===== src/rtl/stream_intf_pkg.sv =====
// Shared types for the DMA <-> PEA streaming bridge.
//   stream_dir_e   : channel direction (read = DMA->PEA, write = PEA->DMA)
//   stream_state_e : per-channel transfer FSM state
//   stream_cfg_t   : per-channel configuration view {dir, len, thr}; the
//                    fields are sized for the widest supported LEN_W/CNT_W
//                    and narrower values are zero-extended into them.
package stream_intf_pkg;

    localparam int STREAM_LEN_MAX_W = 32;
    localparam int STREAM_THR_MAX_W = 8;

    typedef enum logic {
        STREAM_RD = 1'b0,
        STREAM_WR = 1'b1
    } stream_dir_e;

    typedef enum logic [1:0] {
        ST_IDLE  = 2'd0,
        ST_RUN   = 2'd1,
        ST_DRAIN = 2'd2
    } stream_state_e;

    typedef struct packed {
        stream_dir_e                 dir;
        logic [STREAM_LEN_MAX_W-1:0] len;
        logic [STREAM_THR_MAX_W-1:0] thr;
    } stream_cfg_t;

endpackage


===== src/rtl/stream_ch_buf.sv =====
// Per-channel DEPTH x DATA_W registered FIFO (non-fall-through).
//   clk, rst : clock, asynchronous active-high reset (empties the buffer)
//   push     : write request with data (dropped when full unless a pop
//              frees the slot in the same cycle)
//   pop      : read request (ignored when empty)
//   head     : storage word at the read pointer, combinational
//   occ      : occupancy 0..DEPTH; full / empty flags
module stream_ch_buf #(
    parameter int DATA_W = 32,
    parameter int DEPTH  = 4
) (
    input  logic                    clk,
    input  logic                    rst,
    input  logic                    push,
    input  logic [DATA_W-1:0]       data,
    input  logic                    pop,
    output logic [DATA_W-1:0]       head,
    output logic [$clog2(DEPTH):0]  occ,
    output logic                    full,
    output logic                    empty
);
    localparam int PTR_W = $clog2(DEPTH);
    localparam int CNT_W = PTR_W + 1;

    logic [DATA_W-1:0] mem [DEPTH];
    logic [PTR_W-1:0]  wr_ptr;
    logic [PTR_W-1:0]  rd_ptr;
    logic [CNT_W-1:0]  count;
    logic              do_push;
    logic              do_pop;

    assign empty   = (count == '0);
    assign full    = (count == CNT_W'(DEPTH));
    assign do_pop  = pop && !empty;
    // A same-cycle pop frees the slot the push needs.
    assign do_push = push && (!full || do_pop);
    assign head    = mem[rd_ptr];
    assign occ     = count;

    // DEPTH is a power of two, so pointers wrap naturally.
    always_ff @(posedge clk or posedge rst) begin
        if (rst) begin
            wr_ptr <= '0;
            rd_ptr <= '0;
            count  <= '0;
        end else begin
            if (do_push) wr_ptr <= wr_ptr + PTR_W'(1);
            if (do_pop)  rd_ptr <= rd_ptr + PTR_W'(1);
            case ({do_push, do_pop})
                2'b10:   count <= count + CNT_W'(1);
                2'b01:   count <= count - CNT_W'(1);
                default: ;
            endcase
        end
    end

    always_ff @(posedge clk) begin
        if (do_push) mem[wr_ptr] <= data;
    end

endmodule


===== src/rtl/stream_dma_pea_bridge.sv =====
// Per-channel streaming bridge between DMA hardware-FIFO ports and PEA
// stream ports. Each channel is started with a direction and beat count:
//   read  (DMA->PEA): DMA pushes (prefetch allowed in IDLE), beats are
//                     delivered to the PEA while RUN and the column is ready.
//   write (PEA->DMA): PEA beats are buffered while RUN, then DRAIN waits for
//                     the DMA to pop everything before signalling done.
// Ports: cfg_dir_i/cfg_len_i sampled at start_i; cfg_afull_thr_i (live,
// 0 = DEPTH) sets dma_full_o; dma_push/data_i, dma_pop_i, dma_data_o,
// dma_empty_o, dma_full_o face the DMA; pea_ready_i, pea_valid/data_o,
// pea_valid/data_i face the PEA; busy_o, done_o (one-cycle), ovf_o (sticky,
// cleared by start) report status.
module stream_dma_pea_bridge
    import stream_intf_pkg::*;
#(
    parameter int  N_CH   = 4,
    parameter int  DATA_W = 32,
    parameter int  DEPTH  = 4,
    parameter int  LEN_W  = 16,
    localparam int CNT_W  = $clog2(DEPTH) + 1
) (
    input  logic                    clk_i,
    input  logic                    rst_i,
    input  logic [N_CH-1:0]         cfg_dir_i,
    input  logic [N_CH*LEN_W-1:0]   cfg_len_i,
    input  logic [N_CH*CNT_W-1:0]   cfg_afull_thr_i,
    input  logic [N_CH-1:0]         start_i,
    input  logic [N_CH-1:0]         dma_push_i,
    input  logic [N_CH*DATA_W-1:0]  dma_data_i,
    output logic [N_CH-1:0]         dma_full_o,
    input  logic [N_CH-1:0]         dma_pop_i,
    output logic [N_CH*DATA_W-1:0]  dma_data_o,
    output logic [N_CH-1:0]         dma_empty_o,
    input  logic [N_CH-1:0]         pea_ready_i,
    output logic [N_CH-1:0]         pea_valid_o,
    output logic [N_CH*DATA_W-1:0]  pea_data_o,
    input  logic [N_CH-1:0]         pea_valid_i,
    input  logic [N_CH*DATA_W-1:0]  pea_data_i,
    output logic [N_CH-1:0]         busy_o,
    output logic [N_CH-1:0]         done_o,
    output logic [N_CH-1:0]         ovf_o
);

    // Threshold 0 or anything above DEPTH means "full only when full".
    function automatic logic [CNT_W-1:0] eff_thr(input logic [STREAM_THR_MAX_W-1:0] thr);
        if (thr == '0 || thr > STREAM_THR_MAX_W'(DEPTH)) return CNT_W'(DEPTH);
        return thr[CNT_W-1:0];
    endfunction

    for (genvar c = 0; c < N_CH; c++) begin : g_ch
        stream_state_e    state_q, state_d;
        stream_dir_e      dir_q, dir_d;
        logic [LEN_W-1:0] len_q, len_d;
        logic [LEN_W-1:0] cnt_q, cnt_d;
        logic             ovf_q, ovf_d;
        logic             done_q, done_d;
        stream_cfg_t      cfg_in;

        logic              buf_push, buf_pop, buf_full, buf_empty;
        logic [DATA_W-1:0] buf_wdata, buf_head;
        logic [CNT_W-1:0]  occ;
        logic              is_wr, rd_beat, wr_beat, ovf_set, drain_done;

        always_comb begin
            cfg_in     = '0;
            cfg_in.dir = stream_dir_e'(cfg_dir_i[c]);
            cfg_in.len = STREAM_LEN_MAX_W'(cfg_len_i[c*LEN_W +: LEN_W]);
            cfg_in.thr = STREAM_THR_MAX_W'(cfg_afull_thr_i[c*CNT_W +: CNT_W]);
        end

        assign is_wr = (dir_q == STREAM_WR);

        stream_ch_buf #(.DATA_W(DATA_W), .DEPTH(DEPTH)) u_buf (
            .clk   (clk_i),
            .rst   (rst_i),
            .push  (buf_push),
            .data  (buf_wdata),
            .pop   (buf_pop),
            .head  (buf_head),
            .occ   (occ),
            .full  (buf_full),
            .empty (buf_empty)
        );

        always_comb begin
            state_d    = state_q;
            dir_d      = dir_q;
            len_d      = len_q;
            cnt_d      = cnt_q;
            ovf_d      = ovf_q;
            done_d     = 1'b0;
            buf_push   = 1'b0;
            buf_pop    = 1'b0;
            buf_wdata  = dma_data_i[c*DATA_W +: DATA_W];
            rd_beat    = 1'b0;
            wr_beat    = 1'b0;
            ovf_set    = 1'b0;
            drain_done = 1'b0;

            if (!is_wr) begin
                rd_beat = (state_q == ST_RUN) && !buf_empty && pea_ready_i[c];
                buf_pop = rd_beat;
                if (dma_push_i[c]) begin
                    if (buf_full && !buf_pop) ovf_set  = 1'b1;
                    else                      buf_push = 1'b1;
                end
            end else begin
                buf_pop   = dma_pop_i[c] && !buf_empty;
                buf_wdata = pea_data_i[c*DATA_W +: DATA_W];
                wr_beat   = (state_q == ST_RUN) && pea_valid_i[c] && pea_ready_i[c];
                // A dropped write beat still counts towards the length.
                if (wr_beat) begin
                    if (buf_full && !buf_pop) ovf_set  = 1'b1;
                    else                      buf_push = 1'b1;
                end
            end

            case (state_q)
                ST_IDLE: begin
                    if (start_i[c]) begin
                        ovf_d = 1'b0;
                        if (cfg_in.len == '0) begin
                            done_d = 1'b1;
                        end else begin
                            state_d = ST_RUN;
                            dir_d   = cfg_in.dir;
                            len_d   = cfg_in.len[LEN_W-1:0];
                            cnt_d   = '0;
                        end
                    end
                end
                ST_RUN: begin
                    if (rd_beat || wr_beat) begin
                        cnt_d = cnt_q + LEN_W'(1);
                        if ((cnt_q + LEN_W'(1)) == len_q) begin
                            if (is_wr) begin
                                state_d = ST_DRAIN;
                            end else begin
                                state_d = ST_IDLE;
                                done_d  = 1'b1;
                            end
                        end
                    end
                end
                ST_DRAIN: begin
                    // Done is flagged on the cycle whose pop empties the
                    // buffer (or immediately if it is already empty).
                    if (buf_empty || (occ == CNT_W'(1) && buf_pop)) begin
                        drain_done = 1'b1;
                        state_d    = ST_IDLE;
                    end
                end
                default: state_d = ST_IDLE;
            endcase

            if (ovf_set) ovf_d = 1'b1;
        end

        always_ff @(posedge clk_i or posedge rst_i) begin
            if (rst_i) begin
                state_q <= ST_IDLE;
                dir_q   <= STREAM_RD;
                len_q   <= '0;
                cnt_q   <= '0;
                ovf_q   <= 1'b0;
                done_q  <= 1'b0;
            end else begin
                state_q <= state_d;
                dir_q   <= dir_d;
                len_q   <= len_d;
                cnt_q   <= cnt_d;
                ovf_q   <= ovf_d;
                done_q  <= done_d;
            end
        end

        assign pea_valid_o[c]                  = rd_beat;
        assign pea_data_o[c*DATA_W +: DATA_W]  = rd_beat ? buf_head : '0;
        assign dma_full_o[c]                   = !is_wr && (occ >= eff_thr(cfg_in.thr));
        assign dma_empty_o[c]                  = !is_wr || buf_empty;
        assign dma_data_o[c*DATA_W +: DATA_W]  = (is_wr && !buf_empty) ? buf_head : '0;
        assign busy_o[c]                       = (state_q != ST_IDLE);
        assign done_o[c]                       = done_q || drain_done;
        assign ovf_o[c]                        = ovf_q;
    end

endmodule


===== config.mk =====
export PLATFORM = sky130hd
export DESIGN_NAME = stream_dma_pea_bridge
export DESIGN_NICKNAME = d
export VERILOG_FILES = /design/src/rtl/stream_intf_pkg.sv /design/src/rtl/stream_ch_buf.sv /design/src/rtl/stream_dma_pea_bridge.sv
export SDC_FILE = /design/constraint.sdc
export NUM_CORES = 1
export LEC_CHECK = 0
export CORE_MARGIN = 8
export CORE_UTILIZATION = 40
export CTS_BUF_LIST = sky130_fd_sc_hd__clkbuf_8
export DETAILED_ROUTE_END_ITERATION = 7
export SLEW_MARGIN = 15
export SYNTH_ARGS = -nofsm -noshare
export SYNTH_HDL_FRONTEND = slang
export SYNTH_HIERARCHICAL = 1
export SYNTH_SLANG_ARGS = --single-unit

===== constraint.sdc =====
create_clock -name clk_i -period 6.7 [get_ports clk_i]
set_input_delay 1.005 -clock clk_i [delete_from_list [all_inputs] [get_ports clk_i]]
set_output_delay 1.005 -clock clk_i [all_outputs]
set_load 0.01 [all_outputs]

* Word level (Yosys, flattened, before mapping)
Memories as Yosys holds them, arrays and structs flattened.
Cells that the tools add are included.
** Cells by class
- Reduce and logical (&&, ||, !) cells :: 144
- Divide/modulo/power cells :: 0
- Mux-type cells :: 176
- Multiply operators :: 0
- Bitwise operators :: 4
- $add $sub $neg :: 20
- Equal/unequal tests :: 48
- Shift operators :: 0
- $lt $le $gt $ge :: 8
** Operator list (count)
- 32-bit 2-to-1 mux :: 12
- 16-bit 2-to-1 mux :: 12
- 32-bit logical NOT :: 4
- 16-bit case mux with 2 select lines :: 4
- 1-bit 2-to-1 mux :: 104
- 16-bit by 1-bit adder with 16-bit output, second input constant :: 4
- 16-bit == test :: 4
- 1-bit logical AND :: 48
- 2-bit 2-to-1 mux :: 24
- 2-bit nonzero test :: 20
- 8-bit logical NOT :: 4
- 1-bit logical OR :: 24
- 3-bit 2-to-1 mux :: 8
- 2-bit != test, second input constant :: 12
- 2-bit case mux with 3 select lines :: 4
- 3-bit case mux with 2 select lines :: 4
- 1-bit logical NOT :: 20
- 5-bit AND reduction :: 4
- 2-bit by 1-bit adder with 2-bit output, second input constant :: 8
- 2-bit by 1-bit == test with 1-bit output, second input constant :: 8
- 2-bit == test, second input constant :: 8
- 2-bit by 1-bit != test with 1-bit output, second input constant :: 8
- 4-bit AND reduction :: 4
- 3-bit by 1-bit adder with 3-bit output, second input constant :: 4
- 11 further kinds :: 44
** Word-level totals
- Input port bits :: 358
- Register bits :: 176
- Bits in writable memories :: 512
- Memories :: 4
- Latch bits :: 0
- Output and inout bits :: 280
- Memory bits (read-only) :: 0
- Word-level logic and storage cells :: 440
** Memories
- g_ch[0].u_buf.mem :: depth 4, width 32, rd ports 1, clocked after memory_dff 0, write ports 1, line stream_ch_buf.sv:25 : logic [DATA_W-1:0] mem [DEPTH];
- g_ch[1].u_buf.mem :: depth 4, width 32, rd ports 1, clocked after memory_dff 0, write ports 1, line stream_ch_buf.sv:25
- g_ch[2].u_buf.mem :: depth 4, width 32, rd ports 1, clocked after memory_dff 0, write ports 1, line stream_ch_buf.sv:25
- g_ch[3].u_buf.mem :: depth 4, width 32, rd ports 1, clocked after memory_dff 0, write ports 1, line stream_ch_buf.sv:25

* Logic depth before layout (Yosys ltp)
Gate-level depths: netlist of run 1.
- Depth in word-level cells :: 12
- Gate-level depth with buffers :: 13
- Depth with buffers taken out :: 12

* By module
Netlist of run 1, hierarchy kept.
** Modules (own cells, without submodules)
- stream_ch_buf :: area an instance 5049.8 um^2, instances 4, cells each 207, seq. area each 4018.9 um^2
- stream_dma_pea_bridge :: area an instance 12608.3 um^2, instances 1, cells each 1434, seq. area each 3703.6 um^2

* Least setup slack after synthesis of run 1
Ideal clock, no wire load.
- Path type :: input to output
- Start :: in cfg_afull_thr_i[0]
- End :: out dma_full_o[0]
- Buffers on the path :: 0
- Slack :: 3.330 ns
- Required time :: 5.695 ns
- Arrival :: 2.365 ns
- Cell stages on the path :: 8
- Path through :: or2_2 -> ha_1 -> nor2b_1 -> ha_1 -> nand2b_1 -> a21o_1 -> a21oi_1 -> nor2_1
** On the way
- Word-level cells in the longest chain between the ends :: 6
- Elaborated cells between the ends (all ways) :: 7
- Classes of those cells :: order compare: 2; mux: 2; reduce/logical: 3
** Ends and longest elaborated chain
- start, declared :: line stream_dma_pea_bridge.sv:25 : input logic [N_CH*CNT_W-1:0] cfg_afull_thr_i,
- 3-bit > comparator / 8-bit logical NOT (equally long branches) :: line stream_dma_pea_bridge.sv:45 : if (thr == '0 || thr > STREAM_THR_MAX_W'(DEPTH)) return CNT_W'(DEPTH);
- 1-bit logical OR :: line stream_dma_pea_bridge.sv:45
- 1-bit 2-to-1 mux :: line stream_dma_pea_bridge.sv:45
- 3-bit 2-to-1 mux (*) :: line stream_dma_pea_bridge.sv:46 : return thr[CNT_W-1:0];
- 3-bit >= comparator (*) :: line stream_dma_pea_bridge.sv:178 : assign dma_full_o[c] = !is_wr && (occ >= eff_thr(cfg_in.thr));
- 1-bit logical AND (*) :: line stream_dma_pea_bridge.sv:178
- end, declared :: line stream_dma_pea_bridge.sv:29 : output logic [N_CH-1:0] dma_full_o,
Mark *: on every way between the ends. The rest lies on a longest branch, timed or not.

* Worst setup path in the final report of run 1
- Start :: in pea_ready_i[1]
- End :: out done_o[1]
** On the way
- Word-level cells in the longest chain between the ends :: 7
** Ends and longest elaborated chain
- start, declared :: line stream_dma_pea_bridge.sv:33 : input logic [N_CH-1:0] pea_ready_i,
- 1-bit logical AND :: line stream_dma_pea_bridge.sv:100 : rd_beat = (state_q == ST_RUN) && !buf_empty && pea_ready_i[c];
- 1-bit 2-to-1 mux :: line stream_dma_pea_bridge.sv:99 : if (!is_wr) begin
- named net g_ch[1].buf_pop :: line stream_dma_pea_bridge.sv:58 : logic buf_push, buf_pop, buf_full, buf_empty;
- 1-bit logical AND :: line stream_dma_pea_bridge.sv:147 : if (buf_empty || (occ == CNT_W'(1) && buf_pop)) begin
- 1-bit logical OR :: line stream_dma_pea_bridge.sv:147
- 1-bit 2-to-1 mux :: line stream_dma_pea_bridge.sv:147
- 1-bit 2-to-1 mux :: line stream_dma_pea_bridge.sv:117 : case (state_q)
- 1-bit logical OR :: line stream_dma_pea_bridge.sv:182 : assign done_o[c] = done_q || drain_done;
- end, declared :: line stream_dma_pea_bridge.sv:39 : output logic [N_CH-1:0] done_o,
The timed path passes the listed nets, and every way through them passes these cells.

==> impl_metrics.tcl, run 1 <==
set metrics [dict create \
    final_util 0.518 \
    crit_path_max_incr_delay_ns 0.91 \
    syn_inst 2262 \
    fin_setup_tns_ns 0 \
    power.density_nw_per_um2 434 \
    ys_seq_area_frac 0.603 \
    layout_commonest_cell "clkdlybuf4s50_1" \
    wire_per_inst_um 21.9 \
    synth_area_um2 32800 \
    startpoint_type "input pin" \
    ios 638 \
    ctsHoldBuffers 0 \
    rsz0062_at_grt "no" \
    grt_antenna_before_repair 7 \
    setup_viol 0 \
    grt_pass1_wl_um 135000 \
    cts_buffers 110 \
    gp_congestion 0.845 \
    core-area_um2 81600 \
    cp_max_fo 38 \
    cts_resized 0 \
    hold_violations 0 \
    post-route-period-util 0.704 \
    route.vias.total 21300 \
    insertion_delay_ns 0.70 \
    htree_levels 3 \
    grt_pass1_vias 22700 \
    critPathCaptureType "output port" \
    cts_max_path_buffers 3 \
    layout-drive-gt1-share 0.186 \
    cpMaxStageDelayCell "and3b_1" \
    worst-slew-pin-transition_ns 1.13 \
    drv_slew 0 \
    fmax_mhz 212 \
    synth_ff_type "edfxtp_1" \
    hpwl_um 64100 \
    min_period_ns 4.71 \
    drtIter0Drc 1250 \
    holdWs_ns 0.506 \
    slew_headroom 0.245 \
    chipHeight_um 302 \
    power_leakage_nw 15.4 \
    outcome "completed" \
    clkTransAtPathRegs_ns 0.06 \
    ys.warnings.count 6 \
    ys_top_cells_by_area "edfxtp_1 47%, dfrtp_1 13%, mux4_2 8.8%" \
    synthToLayoutAreaGrowth_pct 28.8 \
    crit_type "in2out" \
    syn_area_per_cell_um2 14.5 \
    cp_cell_sequence "clkdlybuf4s50_1, and3b_1, mux2i_1, nor2_1, a31oi_1, o21bai_1, clkdlybuf4s50_1" \
    grt_usage 0.190 \
    drc 0 \
    async_flop_share 0.256 \
    cp_common_cell "clkdlybuf4s50_1" \
    postCtsSetupBuffers 0 \
    drtPass1Iterations 5 \
    portBuffers 637 \
    chipWidth_um 302 \
    hold_path_class "reg2reg" \
    cts-root-buf "clkbuf_8" \
    synth_largest_area_cell "edfxtp_1" \
    ys_types 82 \
    worst_clock_skew_ns 0.0440 \
    ys_ff_latch 688 \
    nNetsFinal 3305 \
    power_w 0.0183 \
    ir_worst_vdd_mv 0.231 \
    rows 105 \
    final_cell_mix "637 x clkdlybuf4s50_1, 512 x edfxtp_1, 199 x mux2_2, 198 x and2_1, 168 x dfrtp_1" \
    worstPathRequired_ns 5.69 \
    grt_max_degree 83 \
    synth-edff-count 512 \
    max_cap_viol_count 0 \
    routed_wl_um 89300 \
    grt-ovfl-total 0 \
    final_antenna_net_count 0 \
    synth_nets 2664 \
    cts_tree "yes" \
    initial_core_util 0.402 \
    routed_via_density 5.24 \
    synth_top_area_frac 0.469 \
    numClockSinks 688 \
    cp.arrival_ns 3.71 \
    dieArea_um2 91400 \
]
==> path summary, 6_finish.rpt <==
kind	startpoint	end	slack (ns)	cells after the start
hold reg to reg	g_ch[0].cnt_q[15]$_DFFE_PP0P_	g_ch[0].cnt_q[15]$_DFFE_PP0P_	0.51	1
setup / recovery	pea_ready_i[1]	done_o[1]	1.99	7
setup reg to reg	g_ch[3].u_buf/occ[1]$_DFFE_PP0P_	g_ch[3].cnt_q[2]$_DFFE_PP0P_	3.16	7
max in group asynchronous	rst_i	g_ch[0].cnt_q[1]$_DFFE_PP0P_	4.23	3
min in group asynchronous	rst_i	g_ch[0].u_buf/occ[1]$_DFFE_PP0P_	1.25	2
hold / removal	g_ch[0].cnt_q[15]$_DFFE_PP0P_	g_ch[0].cnt_q[15]$_DFFE_PP0P_	0.51	1
==> state kept, by name, summed over array words and instances, names as in the netlist <==
register,count
g_ch.u_buf/mem,512
g_ch.cnt_q,64
g_ch.len_q,64
g_ch.u_buf/occ,12
g_ch.state_q,8
g_ch.u_buf/rd_ptr,8
g_ch.u_buf/wr_ptr,8
g_ch.dir_q,4
g_ch.done_q,4
g_ch.ovf_q,4
==> worst max-delay path: cells and delay by family <==
family / cells / cell delay (ns)
buf+inv: 2 / 1.05
mux: 1 / 0.16
compound gates: 2 / 0.33
simple gates: 2 / 1.16
==> kinds of logic after synthesis <==
group,share of synthesized area
xor+xnor,0.0309
fa+ha+maj,0.0177
mux,0.161
buf+inv,0.0260
compound gates,0.0484
simple gates,0.113
flops,0.603
==> metrics by stage <==
stage                     setup slack, ns  instance area, µm²  instances
final                                1.99               42200       4072
after global routing                 1.80               42200       4071
after CTS                            1.51               42200       4067
after detailed placement             1.97               40100       3860
after global placement               2.06               40100       3860
after floorplan                      1.72               32800       2262
==> per-layer routing <==
metal  global-route usage  share of wire  routed length, µm  up-vias
li1                     -              -                  -     9860
met1                0.229           0.40              35400    10900
met2                0.348           0.54              48100      499
met3               0.0363          0.044               3890      121
met4               0.0487          0.021               1850        2
met5                    0        0.00012                 11        -
==> power by group <==
group          total, W  internal (W)  switching (W)
clock           0.00345       0.00179        0.00166
combinational   0.00801       0.00403        0.00398
sequential      0.00688       0.00613       0.000753
==> area by class of cell <==
class,count,area (µm²)
Fill cell,6917,39300
Clock buffer,114,1570
Sequential cell,688,19800
Tap cell,1070,1340
Inverter,65,249
Antenna cell,4,10.0
Timing Repair Buffer,658,6540
Clock inverter,93,554
Multi-Input combinational cell,1380,12200
==> cell usage after synthesis, types with 6 or more instances <==
cell / count
o41ai_1: 7
mux2_2: 199
xor2_1: 51
edfxtp_1: 512
o211ai_1: 6
a31oi_1: 14
nor2_1: 77
nand3_1: 44
and2_1: 198
nor3_1: 19
a21o_1: 8
or2_2: 10
clkbuf_1: 56
ha_1: 40
nor2b_1: 17
a21oi_1: 24
nand4_1: 24
xnor2_1: 62
nand2b_1: 16
buf_1: 12
mux2i_1: 10
nor4_1: 24
dfrtp_1: 176
and3_1: 77
or3_1: 10
o31ai_1: 19
inv_1: 65
a22o_1: 11
buf_4: 19
a22oi_1: 6
buf_2: 42
mux4_2: 128
o21ai_0: 93
nand2_1: 67
and4_1: 8
and2_2: 16
Power figures use the tool's default switching activity.
==> run 2: changes to the inputs <==
- PLACE_DENSITY: not set -> 0.67
- clock period: 6.7 -> 4.2 ns (I/O delays scaled with it)
==> run 2 against run 1 <==
Worst setup slack worse by 1.5 ns. Clock power up 76%. Core utilization increased by 0.67 points. First-iteration DRC count down 4.2%. Sequential power up 58%. Routed wire length decreased by 1.9%. Critical endpoint is now done_o[3]. Critical path type is now reg2out. Die area unchanged. Sequential cell count unchanged. Worst hold slack improved by 0.0064 ns.
==> impl_metrics.tcl, run 2 (synthesis gave the netlist of run 1 again) <==
set metrics [dict create \
    htree_levels 3 \
    cts-root-buf "clkbuf_8" \
    slew_headroom 0.420 \
    routed_via_density 5.22 \
    power_w 0.0299 \
    worstPathRequired_ns 3.57 \
    drv_slew 0 \
    final_antenna_net_count 0 \
    r2r-start "g_ch[0].dir_q$_DFFE_PP0P_" \
    cp_max_fo 6 \
    ios 638 \
    ir_worst_vdd_mv 0.381 \
    worst_clock_skew_ns 0.0534 \
    grt_pass1_vias 22500 \
    holdWs_ns 0.513 \
    fmax_mhz 268 \
    rows 105 \
    power_leakage_nw 15.6 \
    chipHeight_um 302 \
    chipWidth_um 302 \
    reg.largest.list "g_ch.u_buf/mem x512, g_ch.cnt_q x64, g_ch.len_q x64" \
    grt_usage 0.185 \
    cts_buffers 113 \
    postCtsSetupBuffers 0 \
    cts_tree "yes" \
    setup_viol 0 \
    hpwl_um 63800 \
    hold_path_class "reg2reg" \
    clkTransAtPathRegs_ns 0.06 \
    route.vias.total 21500 \
    wire_per_inst_um 21.3 \
    crit_type "reg2out" \
    gp_congestion 0.871 \
    fin_setup_tns_ns 0 \
    drtIter0Drc 1197 \
    portBuffers 637 \
    nNetsFinal 3338 \
    drc 0 \
    final_cell_mix "637 x clkdlybuf4s50_1, 512 x edfxtp_1, 199 x mux2_2, 198 x and2_1, 171 x dfrtp_1" \
    cp.arrival_ns 3.10 \
    hold_start "g_ch[2].cnt_q[15]$_DFFE_PP0P_" \
    grt-ovfl-total 0 \
    grt_max_degree 75 \
    drtPass1Iterations 5 \
    largest_reg_flops 512 \
    fin_area_um2 42800 \
    insertion_delay_ns 0.72 \
    ctsHoldBuffers 0 \
    cts_resized 0 \
    fill_cells 6754 \
    cts_max_path_buffers 3 \
    place_inst 3891 \
    grt_antenna_before_repair 9 \
    core-area_um2 81600 \
    layout_commonest_cell "clkdlybuf4s50_1" \
    regMostFlops "g_ch.u_buf/mem" \
    worst-slew-pin-transition_ns 0.867 \
    post-route-period-util 0.888 \
    rrSetupSlack_ns 1.27 \
    startpoint_type "register" \
    dpl_cell_area_um2 40400 \
    dieArea_um2 91400 \
    hold_violations 0 \
    outcome "completed" \
    initial_core_util 0.402 \
    finalNonFillerCells 4111 \
    hold_path_end "g_ch[2].cnt_q[15]$_DFFE_PP0P_" \
    min_period_ns 3.73 \
    grt_pass1_wl_um 133000 \
    max_cap_viol_count 0 \
    critPathCaptureType "output port" \
    power.density_nw_per_um2 699 \
    rsz0062_at_grt "no" \
    numClockSinks 688 \
    rr_endpoint "g_ch[0].u_buf/occ[2]$_DFFE_PP0P_" \
    reg2reg_depth 12 \
    synthToLayoutAreaGrowth_pct 30.5 \
    routed_wl_um 87500 \
    holdPathStages 1 \
    layout-drive-gt1-share 0.197 \
]
run 2: cell count changes in the layout (fill, tap and decap cells not counted), moves of 2 or more:
cell,before,now
bufinv_16,5,9
clkinv_1,23,20
dfrtp_2,8,5
inv_6,4,1
inv_16,0,2
inv_12,2,0
clkbuf_8,114,126
buf_12,0,5
dfrtp_1,168,171
clkinvlp_4,1,4
clkinv_2,18,15
inv_1,104,100
buf_4,20,46
run 2: layer usage:
layer,part of all wire,track usage,vias to the layer above
met1,0.39,0.224,10800
li1,-,-,9924
met2,0.54,0.337,576
met4,0.019,0.0460,6
met5,0.00046,0,-
met3,0.046,0.0361,126
run 2: how the worst max path moves through the flow:
| stage | from | endpoint | cells past startpoint |
|---|---|---|---|
| after global routing | g_ch[3].u_buf/occ[1]$_DFFE_PP0P_ | done_o[3] | 5 |
| after CTS | g_ch[3].u_buf/occ[1]$_DFFE_PP0P_ | dma_data_o[118] | 4 |
| after global placement | cfg_afull_thr_i[3] | dma_full_o[1] | 10 |
| final | g_ch[3].u_buf/occ[1]$_DFFE_PP0P_ | done_o[3] | 5 |
| after detailed placement | cfg_afull_thr_i[3] | dma_full_o[1] | 10 |
| after floorplan | pea_ready_i[3] | g_ch[3].u_buf/occ[2]$_DFFE_PP0P_ | 13 |
run 2: stage by stage:
stage | util | setup slack (ns)
2_1_floorplan | - | 1.55
3_3_place_gp | 0.495 | 0.505
3_5_place_dp | 0.495 | 0.492
4_1_cts | 0.524 | 0.147
5_1_grt | 0.525 | 0.210
6_report | 0.525 | 0.470
run 2: power breakdown:
part / switching, W / total (W) / internal (W)
sequential: 0.00116 / 0.0109 / 0.00976
clock: 0.00273 / 0.00607 / 0.00335
combinational: 0.00632 / 0.0129 / 0.00659
total: 0.0102 / 0.0299 / 0.0197
run 2: cell type report:
type	count	area, µm²	area share
diodes	5	12.5	0.000292
clock buffers	126	1730	0.0405
clock inverters	89	666	0.0156
inverters	65	248	0.00579
multi-input cells	1380	12200	0.285
flip-flops and latches	688	19800	0.462
well taps	1070	1340	0.0313
repair buffers	688	6820	0.159
run 2: critical path, cell delays in order, from the launching register on:
cell and delay, ns:
dfrtp_1 0.50, nor3_1 0.70, nor2_1 0.21, a31oi_1 0.34, o21bai_1 0.12, clkdlybuf4s50_1 0.53
